===== src/rtl/pc_pkg.sv =====
// pc_pkg: shared next-PC select encoding and PC constants.
package pc_pkg;

  typedef enum logic [1:0] {
    SEL_SEQ,
    SEL_BR,
    SEL_JMP,
    SEL_RET
  } pc_sel_e;

  localparam int INSTR_BYTES = 4;

  localparam logic [63:0] DEFAULT_RESET_VECTOR = 64'h0;

endpackage


===== src/rtl/pc_ras.sv =====
// pc_ras: circular return-address stack; a push when full
// overwrites the oldest entry.
module pc_ras
  import pc_pkg::*;
#(
  parameter int XLEN  = 32,
  parameter int DEPTH = 4
) (
  input  logic                     clk,
  input  logic                     rst,
  input  logic                     push,
  input  logic                     pop,
  input  logic [XLEN-1:0]          push_data,
  output logic [XLEN-1:0]          top,
  output logic [$clog2(DEPTH):0]   count
);

  localparam int PW = $clog2(DEPTH);
  localparam int CW = PW + 1;

  logic [XLEN-1:0] mem_q [DEPTH];
  logic [PW-1:0]   ptr_q, ptr_d;
  logic [CW-1:0]   cnt_q, cnt_d;
  logic [PW-1:0]   top_idx;
  logic [PW-1:0]   wr_idx;
  logic            wr_en;
  logic            empty;

  assign top_idx = ptr_q - 1'b1;
  assign empty   = (cnt_q == '0);

  // ptr_q is the next free slot; once full it also marks the oldest entry
  always_comb begin
    ptr_d  = ptr_q;
    cnt_d  = cnt_q;
    wr_en  = 1'b0;
    wr_idx = ptr_q;
    if (push && pop && !empty) begin
      wr_en  = 1'b1;
      wr_idx = top_idx;
    end else if (push) begin
      wr_en = 1'b1;
      ptr_d = ptr_q + 1'b1;
      if (cnt_q != CW'(DEPTH)) begin
        cnt_d = cnt_q + 1'b1;
      end
    end else if (pop && !empty) begin
      ptr_d = top_idx;
      cnt_d = cnt_q - 1'b1;
    end
  end

  always_ff @(posedge clk) begin
    if (rst) begin
      ptr_q <= '0;
      cnt_q <= '0;
    end else begin
      ptr_q <= ptr_d;
      cnt_q <= cnt_d;
    end
  end

  always_ff @(posedge clk) begin
    if (wr_en) begin
      mem_q[wr_idx] <= push_data;
    end
  end

  assign top   = mem_q[top_idx];
  assign count = cnt_q;

endmodule


===== src/rtl/pc_unit.sv =====
// pc_unit: program counter with next-PC select, alignment
// check and return-address stack.
module pc_unit
  import pc_pkg::*;
#(
  parameter int               XLEN         = 32,
  parameter logic [XLEN-1:0]  RESET_VECTOR = XLEN'(DEFAULT_RESET_VECTOR),
  parameter int               RAS_DEPTH    = 4
) (
  input  logic                         Clk,
  input  logic                         Rst,
  input  logic                         Stall,
  input  logic                         Branch_taken,
  input  logic [XLEN-1:0]              Branch_target,
  input  logic                         Jump,
  input  logic [XLEN-1:0]              Jump_target,
  input  logic                         Call,
  input  logic                         Ret,
  output logic [XLEN-1:0]              Pc_out,
  output logic [XLEN-1:0]              Pc_plus4,
  output logic                         Misaligned,
  output logic                         Ras_underflow,
  output logic [$clog2(RAS_DEPTH):0]   Ras_count
);

  logic [XLEN-1:0]            pc_q, pc_d;
  logic                       mis_q, mis_d;
  logic                       unf_q, unf_d;
  logic [XLEN-1:0]            ras_top;
  logic [$clog2(RAS_DEPTH):0] ras_cnt;
  logic                       ras_empty;
  logic                       ras_push, ras_pop;
  pc_sel_e                    sel;
  logic [XLEN-1:0]            tgt;
  logic                       use_tgt;
  logic                       bad_tgt;

  assign Pc_plus4  = pc_q + XLEN'(INSTR_BYTES);
  assign ras_empty = (ras_cnt == '0);
  assign ras_push  = !Stall && Jump && Call;
  assign ras_pop   = !Stall && Ret;

  always_comb begin
    sel = SEL_SEQ;
    if (Ret) begin
      sel = SEL_RET;
    end else if (Jump) begin
      sel = SEL_JMP;
    end else if (Branch_taken) begin
      sel = SEL_BR;
    end
  end

  always_comb begin
    tgt     = Pc_plus4;
    use_tgt = 1'b0;
    unique case (sel)
      SEL_RET: begin
        tgt     = ras_top;
        use_tgt = !ras_empty;
      end
      SEL_JMP: begin
        tgt     = Jump_target;
        use_tgt = 1'b1;
      end
      SEL_BR: begin
        tgt     = Branch_target;
        use_tgt = 1'b1;
      end
      default: begin
        use_tgt = 1'b0;
      end
    endcase
  end

  // a misaligned target falls back to sequential flow
  always_comb begin
    bad_tgt = use_tgt && (tgt[1:0] != 2'b00);
    pc_d    = pc_q;
    mis_d   = 1'b0;
    unf_d   = 1'b0;
    if (!Stall) begin
      pc_d  = (use_tgt && !bad_tgt) ? tgt : Pc_plus4;
      mis_d = bad_tgt;
      unf_d = Ret && ras_empty;
    end
  end

  always_ff @(posedge Clk) begin
    if (Rst) begin
      pc_q  <= RESET_VECTOR;
      mis_q <= 1'b0;
      unf_q <= 1'b0;
    end else begin
      pc_q  <= pc_d;
      mis_q <= mis_d;
      unf_q <= unf_d;
    end
  end

  pc_ras #(
    .XLEN  (XLEN),
    .DEPTH (RAS_DEPTH)
  ) u_ras (
    .clk       (Clk),
    .rst       (Rst),
    .push      (ras_push),
    .pop       (ras_pop),
    .push_data (Pc_plus4),
    .top       (ras_top),
    .count     (ras_cnt)
  );

  assign Pc_out        = pc_q;
  assign Misaligned    = mis_q;
  assign Ras_underflow = unf_q;
  assign Ras_count     = ras_cnt;

endmodule


===== config.mk =====
export PLATFORM = sky130hd
export DESIGN_NAME = pc_unit
export DESIGN_NICKNAME = d
export VERILOG_FILES = /design/src/rtl/pc_pkg.sv /design/src/rtl/pc_ras.sv /design/src/rtl/pc_unit.sv
export SDC_FILE = /design/constraint.sdc
export NUM_CORES = 1
export LEC_CHECK = 0
export CELL_PAD_IN_SITES_DETAIL_PLACEMENT = 1
export CELL_PAD_IN_SITES_GLOBAL_PLACEMENT = 2
export CORE_UTILIZATION = 36
export DETAILED_ROUTE_END_ITERATION = 10
export PLACE_DENSITY_LB_ADDON = 0.12
export SLEW_MARGIN = 20
export SYNTH_ARGS = -nofsm -noshare
export SYNTH_HDL_FRONTEND = slang
export SYNTH_SLANG_ARGS = --single-unit

===== constraint.sdc =====
create_clock -name Clk -period 7 [get_ports Clk]
set_input_delay 1.75 -clock Clk [delete_from_list [all_inputs] [get_ports Clk]]
set_output_delay 1.75 -clock Clk [all_outputs]
set_load 0.01 [all_outputs]

==> impl_metrics.tcl, run 1 <==
set metrics [dict create \
    status "completed" \
    core_area_mm2 0.0205 \
    clockPowerShare_pct 35.7 \
    tightest_slew_ns 0.813 \
    crit_type "reg2out" \
    drv_cap 0 \
    power_switching_uw 697 \
    viasPerCell 5.73 \
    critPathLaunchType "register" \
    num_rows 52 \
    place_congestion 0.766 \
    synth_area_leader_cell "edfxtp_1" \
    grt_overflow 0 \
    p_per_area_mw_per_mm2 251 \
    ys_ff_latch 167 \
    fin_crit_ns 5.07 \
    cell_internal_pwr_mw 1.79 \
    rsz0062_at_grt "no" \
    cts_buffers 17 \
    boundaryPins 140 \
    critPathArrivalTime_ns 3.32 \
    post-route-period-util_pct 72.4 \
    wl_per_cell_um 23.8 \
    final_cells 976 \
    grt_max_degree 42 \
    synth_top_area_share_pct 50.4 \
    syn_inst 558 \
    dr.pass1.iters 5 \
    track_usage_pct 22.4 \
    nets 770 \
    synth_edf_count 128 \
    setup_violations 0 \
    ir_drop_mv 0.177 \
    netlist_top_cells_area "edfxtp_1, dfxtp_1, mux4_2" \
    dp_hpwl_um 15100 \
    clock_skew_ns 0.0137 \
    areaGrowthSynthToFinish_pct 29.9 \
    clk_pin_slew_ns 0.07 \
    drt_wl_total_um 23300 \
    die_h_um 148 \
    ctsHoldBuffers 0 \
    critPathCaptureType "primary output" \
    ys.warnings.count 0 \
    cts_num_sinks 167 \
    cts_root_buffer "clkbuf_16" \
    synth-main-ff-cell "edfxtp_1" \
    slew_headroom_pct 45.4 \
    grt_pass1_wl_um 36000 \
    async_reset_ff_share_pct 0 \
    final_cell_mix "clkdlybuf4s50_1, edfxtp_1, nand2_1" \
    initial_utilization_pct 37.2 \
    nFillCells 2039 \
    swShare_pct 28.0 \
    antenna_found_initial 0 \
    io_buffers 139 \
    ys_seq_area_share_pct 60.7 \
    crit_fanout 7 \
    detail-route-antenna-nets 0 \
    avgSynthCellArea_um2 13.7 \
    drv_slew 0 \
    cp_data_required_time_ns 5.25 \
    fmax_ghz 0.197 \
    clkLatencyLatePin_ns 0.44 \
    vias 5593 \
    cts_setup_buffers 0 \
    final_common_cell "clkdlybuf4s50_1" \
    drt-initial-drc-count 439 \
    layout-drive-gt1-share_pct 13.6 \
    pwr-share-seq_pct 46.9 \
    dp.cells 944 \
    num_antenna_cells 0 \
    fp.dieW_um 148 \
    combPwrFrac_pct 17.4 \
    htreeDepth 4 \
    synthesis.nets 635 \
    leakagePower_nw 3.29 \
    ys_types 60 \
    tritoncts "built" \
    hp-class "reg2reg" \
    die-area_mm2 0.0218 \
    route.detailed.drc 0 \
    tns_ns 0 \
    cts_resized 0 \
    syn_area_mm2 0.00762 \
    cts_buffer_depth 2 \
    final-hold-violation-count 0 \
    first_global_vias 6102 \
]
power by group through the flow:
stage          sequential (mW)  clock (mW)  combinational, mW
6_report                  1.17       0.887              0.432
5_1_grt                   1.17       0.945              0.466
4_1_cts                   1.17       0.908              0.439
3_5_place_dp              1.19           0              0.435
3_3_place_gp              1.19           0              0.426
2_1_floorplan             1.18           0              0.231
final timing paths:
kind         cells after the start      startpoint  slack (ns)                 to
max                              5       Pc_out[4]        1.93       Pc_plus4[21]
min                              0       Pc_out[1]        0.56  u_ras.mem_q[1][1]
max reg2reg                      5  u_ras.ptr_q[0]        4.18         Pc_out[16]
min reg2reg                      0       Pc_out[1]        0.56  u_ras.mem_q[1][1]
area by class of cell:
| class | instances | area (um2) | area share, % |
|---|---|---|---|
| Sequential cell | 167 | 4630 | 46.7 |
| Multi-Input combinational cell | 337 | 2810 | 28.3 |
| Timing Repair Buffer | 157 | 1540 | 15.5 |
| Clock buffer | 18 | 429 | 4.33 |
| Tap cell | 270 | 338 | 3.41 |
| Clock inverter | 14 | 115 | 1.16 |
| Inverter | 13 | 48.8 | 0.493 |
cells by family (layout without fill, tap and decap cells):
| kind of cell | after synthesis | count (layout) | share of synthesized area, % |
|---|---|---|---|
| flops | 167 | 167 | 60.7 |
| buf+inv | 54 | 202 | 2.94 |
| mux | 35 | 35 | 9.52 |
| fa+ha+maj | 6 | 6 | 1.08 |
| compound gates | 108 | 108 | 11.5 |
| xor+xnor | 30 | 30 | 3.45 |
| simple gates | 158 | 158 | 10.9 |
worst max-delay path, stage by stage, from the launching register on:
cell,delay [ns]
dfxtp_1,0.46
nand4_1,0.25
or4_1,0.71
or3_4,0.45
xnor2_1,0.38
clkdlybuf4s50_1,0.62
routing by layer:
layer	track usage, %	vias up	routed length (um)
li1	-	2501	-
met1	28.8	2884	10000
met2	37.9	178	11800
met3	3.95	30	1140
met4	7.78	0	337
met5	0	-	0
cell usage after synthesis, drive strengths merged (2+ instances only):
master,n
a211oi,12
a21o,9
a21oi,12
a221o,11
a221oi,3
a222oi,14
a22oi,3
a31oi,4
and2,6
and3,7
and4,3
buf,11
clkbuf,30
dfxtp,39
edfxtp,128
ha,5
inv,13
mux2i,5
mux4,30
nand2,51
nand2b,2
nand3,12
nand3b,3
nand4,14
nor2,27
nor3,6
nor4,8
nor4b,2
o21ai,6
o31a,2
o32a,2
o32ai,23
or2,4
or3,7
xnor2,21
xor2,9
sequential cells by signal, summed over array words and instances, names as in the netlist:
register / count
Misaligned: 1
Pc_out: 32
Ras_underflow: 1
u_ras.count: 3
u_ras.mem_q: 128
u_ras.ptr_q: 2
metrics by stage:
step	total power, mW	setup slack, ns	cell area (um2)	hold WS (ns)	utilization, %
after CTS	2.51	1.95	9900	0.562	48.3
after detailed placement	1.62	2.23	9360	0.553	45.7
after floorplan	1.41	0.863	7620	0.531	-
final	2.49	1.93	9900	0.557	48.3
after global placement	1.61	2.29	9340	0.542	45.6
after global routing	2.58	1.79	9900	0.578	48.3
Note: power is estimated with default switching activity, not from simulation.
==> run 2, diff against run 1 <==
clock period = 4.8 ns   (was 7 ns; I/O delays follow)
==> run 2 against run 1 <==
Effect of this change: wire length grew 0.40%; critical path type unchanged; cell area is 0.73% higher; worst setup slack worse by 1.8 ns; power is 50% higher; largest cell class unchanged; critical endpoint unchanged; non-clock buffer count increased by 2; via count increased by 0.64%; register-to-register slack worse by 2.1 ns; worst hold slack got worse by 0.0033 ns.
==> impl_metrics.tcl, run 2 (same netlist as run 1, synthesis figures left out) <==
set metrics [dict create \
    die_h_um 148 \
    clk_pin_slew_ns 0.06 \
    final-hold-violation-count 0 \
    detail-route-antenna-nets 0 \
    tritoncts "built" \
    core_area_mm2 0.0205 \
    cts_buffers 17 \
    drv_cap 0 \
    wl_met2_um 11700 \
    slew_headroom_pct 36.6 \
    tightest_slew_ns 0.951 \
    p_per_area_mw_per_mm2 375 \
    crit_path_cell_trace "nand4_1 > or4_1 > or3_4 > xnor2_1 > clkdlybuf4s50_1" \
    grt_overflow 0 \
    crit_fanout 7 \
    whs_ns 0.554 \
    critPathCaptureType "primary output" \
    cell_internal_pwr_mw 2.76 \
    fin_crit_ns 4.62 \
    viasPerCell 5.76 \
    initial_utilization_pct 37.2 \
    nets 772 \
    io_buffers 139 \
    post_dp_cell_area_mm2 0.00937 \
    largest_reg_flops 128 \
    wirelength_met1_um 10200 \
    htreeDepth 4 \
    highest_layer "met4" \
    hp-class "reg2reg" \
    postLayoutCoreUtil_pct 48.7 \
    leakagePower_nw 3.32 \
    cts_setup_buffers 0 \
    route.met3.wl_um 1090 \
    die-area_mm2 0.0218 \
    cts_buffer_depth 2 \
    final_cell_mix "clkdlybuf4s50_1, edfxtp_1, nand2_1" \
    r2r_setup_slack_ns 2.09 \
    cp_data_required_time_ns 3.60 \
    first_global_vias 6023 \
    cts_resized 0 \
    antenna_found_initial 0 \
    place_congestion 0.800 \
    post-route-period-util_pct 96.3 \
    power_switching_uw 979 \
    status "completed" \
    cp_slowest_cell "or4_1" \
    ctsHoldBuffers 0 \
    grt_pass1_wl_um 36000 \
    path_delay_family "simple AND/OR/NAND/NOR gates" \
    num_antenna_cells 0 \
    final_common_cell "clkdlybuf4s50_1" \
    vias 5629 \
    wl_per_cell_um 23.9 \
    crit_path_max_incr_delay_ns 0.73 \
    num_rows 52 \
    ir_drop_mv 0.275 \
    combPwrFrac_pct 16.5 \
    layout-drive-gt1-share_pct 13.7 \
    dr.pass1.iters 5 \
    clkLatencyLatePin_ns 0.43 \
    cts_num_sinks 167 \
    final_area_mm2 0.00997 \
    fmax_ghz 0.216 \
    rsz0062_at_grt "no" \
    crit_type "reg2out" \
    tns_ns 0 \
    clockPowerShare_pct 37.6 \
    pwr-share-seq_pct 45.9 \
    timing.critical_path.buf_inv 1 \
    dp_hpwl_um 15500 \
    track_usage_pct 22.3 \
    boundaryPins 140 \
    drt-initial-drc-count 381 \
    cts_root_buffer "clkbuf_16" \
    clock_skew_ns 0.00900 \
    fp.dieW_um 148 \
    drv_slew 0 \
    critPathLaunchType "register" \
    drt_wl_total_um 23400 \
    largest-register "u_ras.mem_q" \
    swShare_pct 26.2 \
    setup_violations 0 \
    grt_max_degree 41 \
    critPathArrivalTime_ns 3.42 \
    areaGrowthSynthToFinish_pct 30.9 \
    route.detailed.drc 0 \
]
[run 2: area by class of cell]
| cell class | count | area, um2 |
|---|---|---|
| Clock inverter | 13 | 169 |
| Timing Repair Buffer | 159 | 1550 |
| Tap cell | 270 | 338 |
| Fill cell | 2085 | 10500 |
| Multi-Input combinational cell | 337 | 2810 |
| Clock buffer | 19 | 433 |
| Inverter | 13 | 48.8 |
| Sequential cell | 167 | 4630 |
[run 2: routing by layer]
layer	track usage [%]	vias to the layer above
met1	28.9	2919
met5	0	-
met4	7.42	0
met3	3.70	24
li1	-	2507
met2	37.9	179
[run 2: power by group through the flow]
stage	combinational (mW)	sequential, mW	clock, mW
after floorplan	0.336	1.72	0
after global placement	0.607	1.75	0
after detailed placement	0.621	1.75	0
after CTS	0.626	1.72	1.44
after global routing	0.669	1.73	1.49
final	0.618	1.72	1.40
[run 2: path summary, 6_finish.rpt]
path	from	end	depth (start not counted)
worst max register to register	u_ras.count[1]	u_ras.mem_q[1][1]	6
worst min register to register	Pc_out[1]	u_ras.mem_q[2][1]	0
worst max-delay path	Pc_out[2]	Pc_plus4[21]	5
worst min-delay path	Pc_out[1]	u_ras.mem_q[2][1]	0
[run 2: per-stage QoR]
step,total power [mW],cells,worst slack (ns)
after floorplan,2.05,558,-0.787
after global placement,2.35,946,0.647
after detailed placement,2.37,946,0.620
after CTS,3.78,978,0.150
after global routing,3.88,978,0.0290
final,3.74,978,0.179
